==> src/rtl/sseg_pkg.sv <==
// Shared constants and types for the seven-segment display blocks.
// Segment encodings are active-low, bit0=a through bit6=g.
package sseg_pkg;

  localparam logic [6:0] SSEG_BLANK = 7'h7F;
  localparam logic [3:0] AN_OFF     = 4'b1111;

  // Entry [n] is the segment pattern for hex digit n.
  localparam logic [15:0][6:0] HEX_SEG = {
    7'h0E, 7'h06, 7'h21, 7'h46, 7'h03, 7'h08, 7'h10, 7'h00,
    7'h78, 7'h02, 7'h12, 7'h19, 7'h30, 7'h24, 7'h79, 7'h40
  };

  typedef enum logic {GAP, DRIVE} scan_state_t;

  typedef struct packed {
    logic [15:0] data;
    logic [3:0]  blank;
  } disp_frame_t;

endpackage

==> src/rtl/sseg_scan_ctrl_if.sv <==
// Display update port: the producer offers a frame of four nibbles plus a
// blank mask with valid/ready.
interface sseg_scan_ctrl_if;
  logic [15:0] upd_data;
  logic [3:0]  upd_blank;
  logic        upd_valid;
  logic        upd_ready;

  modport master (output upd_data, output upd_blank, output upd_valid, input upd_ready);
  modport slave  (input upd_data, input upd_blank, input upd_valid, output upd_ready);
endinterface

==> src/rtl/sseg_hex_decode.sv <==
// Combinational hex nibble to active-low seven-segment decoder.
module sseg_hex_decode
  import sseg_pkg::*;
(
  input  logic [3:0] nib,
  output logic [6:0] seg
);

  assign seg = HEX_SEG[nib];

endmodule

==> src/rtl/sseg_scan_ctrl.sv <==
// Four-digit display scanner: blanking gap between digits, shadow-buffered
// updates that only take effect on frame boundaries, leading-zero blanking.
//   state | meaning
//   GAP   | leading cycles of a slot, all anodes off
//   DRIVE | remainder of the slot, anode dig on, its segments driven
module sseg_scan_ctrl
  import sseg_pkg::*;
#(
  parameter int SLOT_CYCLES = 100000,
  parameter int GAP_CYCLES  = 4
) (
  input  logic                clk,
  input  logic                rst_n,
  sseg_scan_ctrl_if.slave     upd,
  input  logic                lz_en,
  output logic [3:0]          an,
  output logic [6:0]          sseg,
  output logic                frame_tick
);

  localparam int CW = (SLOT_CYCLES > 2) ? $clog2(SLOT_CYCLES) : 1;
  localparam logic [CW-1:0] SLOT_LAST = CW'(SLOT_CYCLES - 1);
  localparam logic [CW-1:0] GAP_LAST  = CW'(GAP_CYCLES - 1);

  scan_state_t   state;
  logic [CW-1:0] slot_cnt;
  logic [1:0]    dig;
  disp_frame_t   active;
  disp_frame_t   pending;
  logic          pend_flag;

  logic [3:0]    nib;
  logic [6:0]    seg_dec;
  logic [3:0]    hi_zero;
  logic          digit_blank;
  logic          slot_end;
  logic          accept;

  assign upd.upd_ready = !pend_flag;
  assign accept        = upd.upd_valid && !pend_flag;
  assign slot_end      = (slot_cnt == SLOT_LAST);

  // hi_zero[i]: every nibble at index >= i is zero; digit 0 never qualifies.
  always_comb begin
    nib        = active.data[{dig, 2'b00} +: 4];
    hi_zero    = 4'b0000;
    hi_zero[3] = (active.data[15:12] == 4'h0);
    hi_zero[2] = hi_zero[3] && (active.data[11:8] == 4'h0);
    hi_zero[1] = hi_zero[2] && (active.data[7:4] == 4'h0);
    digit_blank = active.blank[dig] || (lz_en && hi_zero[dig]);
  end

  sseg_hex_decode u_dec (
    .nib (nib),
    .seg (seg_dec)
  );

  always_ff @(posedge clk or negedge rst_n) begin
    if (!rst_n) begin
      state      <= GAP;
      slot_cnt   <= '0;
      dig        <= 2'd0;
      active     <= '0;
      pending    <= '0;
      pend_flag  <= 1'b0;
      an         <= AN_OFF;
      sseg       <= SSEG_BLANK;
      frame_tick <= 1'b0;
    end else begin
      if (slot_end) begin
        slot_cnt <= '0;
        dig      <= dig + 2'd1;
        state    <= GAP;
      end else begin
        slot_cnt <= slot_cnt + 1'b1;
        if (slot_cnt == GAP_LAST) state <= DRIVE;
      end

      if (state == GAP) begin
        an   <= AN_OFF;
        sseg <= SSEG_BLANK;
      end else begin
        an   <= ~(4'b0001 << dig);
        sseg <= digit_blank ? SSEG_BLANK : seg_dec;
      end

      frame_tick <= slot_end && (dig == 2'd3);

      // The registered frame_tick marks the boundary cycle, one cycle after
      // the last internal count of digit 3.
      if (frame_tick) begin
        if (pend_flag) begin
          active    <= pending;
          pend_flag <= 1'b0;
        end else if (accept) begin
          active <= '{data: upd.upd_data, blank: upd.upd_blank};
        end
      end else if (accept) begin
        pending   <= '{data: upd.upd_data, blank: upd.upd_blank};
        pend_flag <= 1'b1;
      end
    end
  end

endmodule

==> src/flat_wrapper.sv <==
// flat-port wrapper written by rule: the top's interface ports become plain ports
module sseg_scan_ctrl_flat import sseg_pkg::*;
#(
  parameter int SLOT_CYCLES = 100000,
  parameter int GAP_CYCLES  = 4
)
  (clk, rst_n, lz_en, an, sseg, frame_tick, upd_upd_data, upd_upd_blank, upd_upd_valid, upd_upd_ready);
  sseg_scan_ctrl_if upd_i ();
  input  logic clk;
  input  logic rst_n;
  input  logic lz_en;
  output logic [3:0] an;
  output logic [6:0] sseg;
  output logic frame_tick;
  input wire logic [$bits(upd_i.upd_data)-1:0] upd_upd_data;
  input wire logic [$bits(upd_i.upd_blank)-1:0] upd_upd_blank;
  input wire logic [$bits(upd_i.upd_valid)-1:0] upd_upd_valid;
  output wire logic [$bits(upd_i.upd_ready)-1:0] upd_upd_ready;
  assign upd_i.upd_data = upd_upd_data;
  assign upd_i.upd_blank = upd_upd_blank;
  assign upd_i.upd_valid = upd_upd_valid;
  assign upd_upd_ready = upd_i.upd_ready;
  sseg_scan_ctrl #(.SLOT_CYCLES(SLOT_CYCLES), .GAP_CYCLES(GAP_CYCLES)) u_core (.clk(clk), .rst_n(rst_n), .upd(upd_i), .lz_en(lz_en), .an(an), .sseg(sseg), .frame_tick(frame_tick));
endmodule
==> config.mk <==
export PLATFORM = sky130hd
export DESIGN_NAME = sseg_scan_ctrl_flat
export DESIGN_NICKNAME = d
export VERILOG_FILES = /design/src/rtl/sseg_pkg.sv /design/src/rtl/sseg_scan_ctrl_if.sv /design/src/rtl/sseg_hex_decode.sv /design/src/rtl/sseg_scan_ctrl.sv /design/src/flat_wrapper.sv
export SDC_FILE = /design/constraint.sdc
export NUM_CORES = 1
export LEC_CHECK = 0
export CAP_MARGIN = 20
export CORE_UTILIZATION = 51
export CTS_CLUSTER_SIZE = 12
export DETAILED_ROUTE_END_ITERATION = 6
export PLACE_DENSITY_LB_ADDON = 0.05
export SYNTH_ARGS = -nofsm -noshare
export SYNTH_HDL_FRONTEND = slang
export SYNTH_SLANG_ARGS = --single-unit
==> constraint.sdc <==
create_clock -name clk -period 2 [get_ports clk]
set_input_delay 0.6 -clock clk [delete_from_list [all_inputs] [get_ports clk]]
set_output_delay 0.6 -clock clk [all_outputs]
set_load 0.02 [all_outputs]
==> results of run 1 <==
[registers in the layout (all words and copies together), names as in the netlist]
register,flops
u_core.dig,2
u_core.frame_tick,1
u_core.active,20
u_core.an,4
u_core.slot_cnt,17
u_core.sseg,7
u_core.pend_flag,1
u_core.pending,20
u_core.state,1
[layer usage]
layer | routed length, um | global-route usage | vias to the layer above
li1 | - | - | 1142
met1 | 3084 | 0.2773 | 1068
met2 | 2733 | 0.2956 | 35
met3 | 206 | 0.04818 | 9
met4 | 116 | 0.08320 | 0
met5 | 0 | 0 | -
[how the worst max path moves through the flow]
| stage | slack (ns) | to | start | depth (start not counted) |
|---|---|---|---|---|
| 2_1_floorplan | 0.08 | u_core.sseg[5]$_DFF_PN1_ | u_core.dig[0]$_DFFE_PN0N_ | 6 |
| 3_3_place_gp | 0.05 | u_core.pending[7]$_DFFE_PN0P_ | upd_upd_valid | 4 |
| 3_5_place_dp | -0.01 | u_core.pending[7]$_DFFE_PN0P_ | upd_upd_valid | 4 |
| 4_1_cts | 0.01 | upd_upd_ready | u_core.pend_flag$_DFFE_PN0P_ | 2 |
| 5_1_grt | 0.009 | u_core.slot_cnt[15]$_DFF_PN0_ | u_core.slot_cnt[0]$_DFF_PN0_ | 7 |
| 6_report | 0.16 | u_core.sseg[6]$_DFF_PN1_ | u_core.dig[0]$_DFFE_PN0N_ | 5 |
[kinds of logic after synthesis]
family	Yosys count	synth area share
AND/OR/NAND/NOR	90	0.1264
flip-flops	73	0.5284
multiplexers	46	0.1642
AO/OA/AOI/OAI	40	0.06358
buffers and inverters	22	0.03017
XOR/XNOR	19	0.04777
adder cells (fa/ha/maj)	11	0.03951
[what timing repair did]
action                     CTS  global route
setup buffers                0             0
gates resized for setup     12             4
setup endpoints to repair   12             5
[layout make-up]
cell class / count / area, um2
Multi-Input combinational cell: 206 / 1541
Tap cell: 77 / 96.34
Sequential cell: 73 / 1841
Inverter: 8 / 30.03
Timing Repair Buffer: 49 / 478.0
Clock inverter: 5 / 53.80
Clock buffer: 11 / 151.4
Fill cell: 515 / 2267
[cell usage in the layout (no fill, tap or decap), drive strengths merged]
master         netlist  routed
a221o                2       2
nor3                 2       2
bufinv               0       1
a21oi                3       3
mux2                20      20
o21bai               1       1
dlygate4sd2          0      12
clkbuf               6      11
o31ai                1       1
nand3b               3       3
nor2b                2       2
clkinv               0       4
and2                 3       3
buf                  8      14
nand2               37      37
clkdlybuf4s50        0      22
nor2                17      17
nand3                9       9
o211ai               1       1
nand4                3       3
inv                  8       8
or4                  1       1
dlymetal6s2s         0       1
and3                 1       1
a211o                1       1
dfstp               11      11
or4b                 1       1
xnor2                8       8
o21ai               31      31
mux4                 6       6
nor4                 5       5
mux2i               20      20
and4                 2       2
dfrtp               62      62
xor2                11      11
ha                  11      11
nor3b                1       1
nand2b               3       3
[power breakdown]
| part | internal [mW] | leakage (nW) | switching, mW | total (mW) |
|---|---|---|---|---|
| Clock | 0.640 | 0.109 | 0.539 | 1.18 |
| Combinational | 0.0979 | 0.994 | 0.0643 | 0.162 |
| Sequential | 1.52 | 0.924 | 0.0221 | 1.55 |
[per-stage QoR]
step                power, mW  utilization  hold slack, ns  TNS (ns)
floorplan               1.632            -          0.3044         0
global placement        1.733       0.6199          0.4577         0
detailed placement      1.741       0.6199          0.4719  -0.05671
CTS                     2.914       0.6494          0.1787         0
global route            3.003       0.6490          0.1870         0
finish                  2.887       0.6490          0.1625         0
[worst max-delay path, cell delays in order, from the launching register on]
cell,delay [ns]
dfrtp_1,0.43
buf_4,0.18
mux4_1,0.55
nor2b_1,0.12
o21ai_1,0.19
a221o_1,0.31
==> results_dict.tcl, run 1 <==
set metrics [dict create \
    yosys_warnings 0 \
    synth_most_common_cell "dfrtp_1" \
    antenna_found_initial 0 \
    ff2ff_setup_slack_ns 0.16 \
    root_buffer "clkbuf_8" \
    finalMaxSlewViolations 0 \
    synth.distinct_cells 41 \
    grt_max_degree 41 \
    fin_ws_ns 0.1558 \
    clk_path_buf_depth 2 \
    synth_common_cells "dfrtp_1 (62), nand2_1 (36), o21ai_0 (29)" \
    wirelength_um 6140 \
    synth_enable_flop_cells 0 \
    min_period_ns 1.844 \
    stdcell_area_um2 4192 \
    worstMarginPinSlew_ns 0.4905 \
    first_pass_iters 6 \
    final.period_utilization 0.9221 \
    synthFlopType "dfrtp_1" \
    vias 2254 \
    drt-initial-drc-count 131 \
    overflow 0 \
    total_leakage_power_nw 2.027 \
    yosys.area.top_type "dfrtp_1" \
    status "complete, no violations" \
    clock_sinks 73 \
    via_per_inst 5.254 \
    pin_count 37 \
    ir_drop_v 0.0005876 \
    ant_nets 0 \
    end_kind "flop" \
    diodes 0 \
    crit_path_start_kind "flop" \
    arrival_ns 2.12 \
    maxSlewHeadroom 0.6708 \
    cts_buffers 9 \
    cts_tree "yes" \
    synth_top_area_share 0.4454 \
    start_util 0.5393 \
    syn_area_um2 3483 \
    required_ns 2.27 \
    clk_pin_slew_ns 0.08 \
    fmax_mhz 542.2 \
    synth.ff_latch_count 73 \
    crit_type "reg2reg" \
    rsz0062_at_grt "false" \
    grt_pass1_wl_um 10780 \
    clk_latency_ns 0.35 \
    synthTopCellsByArea "dfrtp_1 (45%), dfstp_2 (8.3%), mux2_2 (6.5%)" \
    hold_viol_final 0 \
    htreeDepth 3 \
    dp_hpwl_um 4358 \
    r2r-start "u_core.dig[0]$_DFFE_PN0N_" \
    cts_hold_buf 0 \
    seq_area_frac_synth 0.5284 \
    portBuffers 36 \
    rows 29 \
    grt_use_total 0.1976 \
    dp_cells 413 \
    p_per_area_nw_per_um2 688.7 \
    core_um2 6459 \
    wl_per_cell_um 14.31 \
    drc 0 \
    rr_worst_depth 5 \
    layout-drive-gt1-share 0.2074 \
    skew_ns 0.009099 \
    r2r-end "u_core.sseg[6]$_DFF_PN1_" \
    postSynthCellCount 301 \
    synthToLayoutAreaGrowth_pct 20.33 \
    avgSynthCellArea_um2 11.57 \
    setup_viol 0 \
    async_flop_share 1.000 \
    place_ws_ns -0.01181 \
    path_max_fanout 7 \
    maxCapViolations 0 \
    syn_nets 336 \
    die_h_um 84.65 \
    grt_pass1_vias 2252 \
    layoutNonFillerInstCount 429 \
    die-area_um2 7165 \
    place_congestion 0.8048 \
    final_nets 382 \
    die_w_um 84.65 \
    place_area_um2 4004 \
    hp-class "in2async" \
]
No activity file was read; power rests on OpenSTA's default activity.
==> inputs of run 2 (changes only) <==
--- a/config.mk
+++ b/config.mk
@@ -6,9 +6,10 @@
 export NUM_CORES = 1
 export LEC_CHECK = 0
 export CAP_MARGIN = 20
-export CORE_UTILIZATION = 51
+export CORE_UTILIZATION = 34
 export CTS_CLUSTER_SIZE = 12
 export DETAILED_ROUTE_END_ITERATION = 6
+export HOLD_SLACK_MARGIN = 0.15
 export PLACE_DENSITY_LB_ADDON = 0.05
 export SYNTH_ARGS = -nofsm -noshare
 export SYNTH_HDL_FRONTEND = slang
==> results_dict.tcl, run 2 (synthesis results as in run 1) <==
set metrics [dict create \
    status "complete, no violations" \
    first_pass_iters 4 \
    root_buffer "clkbuf_8" \
    cp_slowest_cell "mux4_2" \
    end_kind "flop" \
    layoutNonFillerInstCount 488 \
    p_per_area_nw_per_um2 721.0 \
    die-area_um2 10650 \
    ir_drop_v 0.0002675 \
    core_um2 9864 \
    via_per_inst 4.625 \
    ant_nets 0 \
    rsz0062_at_grt "false" \
    die_w_um 103.2 \
    crit_path_start_kind "flop" \
    clk_latency_ns 0.35 \
    cts_tree "yes" \
    overflow 0 \
    die_h_um 103.2 \
    diodes 0 \
    grt_use_total 0.1444 \
    drc 0 \
    stdcell_area_um2 4314 \
    clk_path_buf_depth 2 \
    finalMaxSlewViolations 0 \
    wl_per_cell_um 13.80 \
    grt_pass1_wl_um 11430 \
    layout_common_cells "dfrtp_1 (61), nand2_1 (36), o21ai_0 (28)" \
    fin_total_pwr_mw 3.111 \
    grt_max_degree 41 \
    maxCapViolations 0 \
    maxSlewHeadroom 0.6643 \
    slowest_delay_ns 0.64 \
    final_nets 385 \
    drt-initial-drc-count 59 \
    cts_buffers 9 \
    grt_pass1_vias 2263 \
    tns_ns 0 \
    dp_cells 472 \
    vias 2257 \
    pin_count 37 \
    rows 36 \
    hp-class "in2async" \
    r2r-start "u_core.dig[0]$_DFFE_PN0N_" \
    clock_sinks 73 \
    synthToLayoutAreaGrowth_pct 23.85 \
    rr_worst_depth 4 \
    crit_type "reg2reg" \
    path_max_fanout 12 \
    cts_hold_buf 0 \
    crit_path_start "u_core.dig[0]$_DFFE_PN0N_" \
    ff2ff_setup_slack_ns 0.14 \
    worstMarginPinSlew_ns 0.5036 \
    layout-drive-gt1-share 0.2141 \
    portBuffers 36 \
    required_ns 2.27 \
    skew_ns 0.01341 \
    place_congestion 0.7819 \
    arrival_ns 2.13 \
    antenna_found_initial 0 \
    clk_pin_slew_ns 0.08 \
    min_period_ns 1.857 \
    fmax_mhz 538.5 \
    total_leakage_power_nw 2.046 \
    r2r-end "u_core.sseg[6]$_DFF_PN1_" \
    crit_chain "buf_4 > mux4_2 > and2_4 > a221o_1" \
    fillers 951 \
    setup_viol 0 \
    start_util 0.3531 \
    layout_commonest_cell "dfrtp_1" \
    htreeDepth 3 \
    final.period_utilization 0.9286 \
    hold_viol_final 0 \
    reg_top3 "u_core.active (20), u_core.pending (20), u_core.slot_cnt (17)" \
    dp_hpwl_um 4813 \
    place_area_um2 4086 \
    wirelength_um 6734 \
]
-- run 2: cell count changes in the layout (fill, tap and decap cells not counted), moves of 2 or more --
cell,before,now
buf_4,10,15
clkinv_2,3,0
bufinv_16,1,3
clkbuf_8,11,9
-- run 2: power by group --
group          internal [mW]  switching (mW)
clock                  0.836           0.570
sequential              1.52          0.0216
combinational         0.0970          0.0636
total                   2.46           0.655
-- run 2: repair_timing --
action,CTS,global route
buffers inserted,0,0
endpoints found under the setup margin,12,8
resized for setup,12,5
cloned,0,0
-- run 2: area by class of cell --
| cell class | instances | area, um2 | area share |
|---|---|---|---|
| Sequential cell | 73 | 1842 | 0.4269 |
| Multi-Input combinational cell | 206 | 1543 | 0.3576 |
| Timing Repair Buffer | 52 | 490.5 | 0.1137 |
| Tap cell | 133 | 166.4 | 0.03857 |
| Clock buffer | 10 | 127.6 | 0.02958 |
| Clock inverter | 6 | 115.1 | 0.02668 |
| Inverter | 8 | 30.03 | 0.006961 |
-- run 2: through the flow --
stage / hold WS [ns] / utilization / worst slack [ns]
6_report: 0.2160 / 0.4373 / 0.1428
5_1_grt: 0.2385 / 0.4373 / 0.02340
4_1_cts: 0.2238 / 0.4373 / 0.001824
3_5_place_dp: 0.4721 / 0.4143 / 0.01715
3_3_place_gp: 0.4611 / 0.4143 / 0.03660
2_1_floorplan: 0.3044 / - / 0.08053
-- run 2: critical path: cells and delay by family, from the launching register on --
kind	cells	cell delay, ns
simple gates	1	0.22
compound gates	1	0.33
flops	1	0.40
buf+inv	1	0.19
mux	1	0.64
-- run 2: per-layer routing --
metal / track usage / routed length, um
met5: 0 / 0
met4: 0.06176 / 112
met1: 0.1967 / 3334
met2: 0.2236 / 3110
met3: 0.03024 / 177
-- run 2: worst max-delay path by stage --
stage                                     to  depth (start not counted)
2_1_floorplan       u_core.sseg[5]$_DFF_PN1_                          6
5_1_grt             u_core.sseg[5]$_DFF_PN1_                          5
6_report            u_core.sseg[6]$_DFF_PN1_                          4
3_5_place_dp   u_core.pending[7]$_DFFE_PN0P_                          4
4_1_cts                        upd_upd_ready                          2
3_3_place_gp   u_core.pending[6]$_DFFE_PN0P_                          4
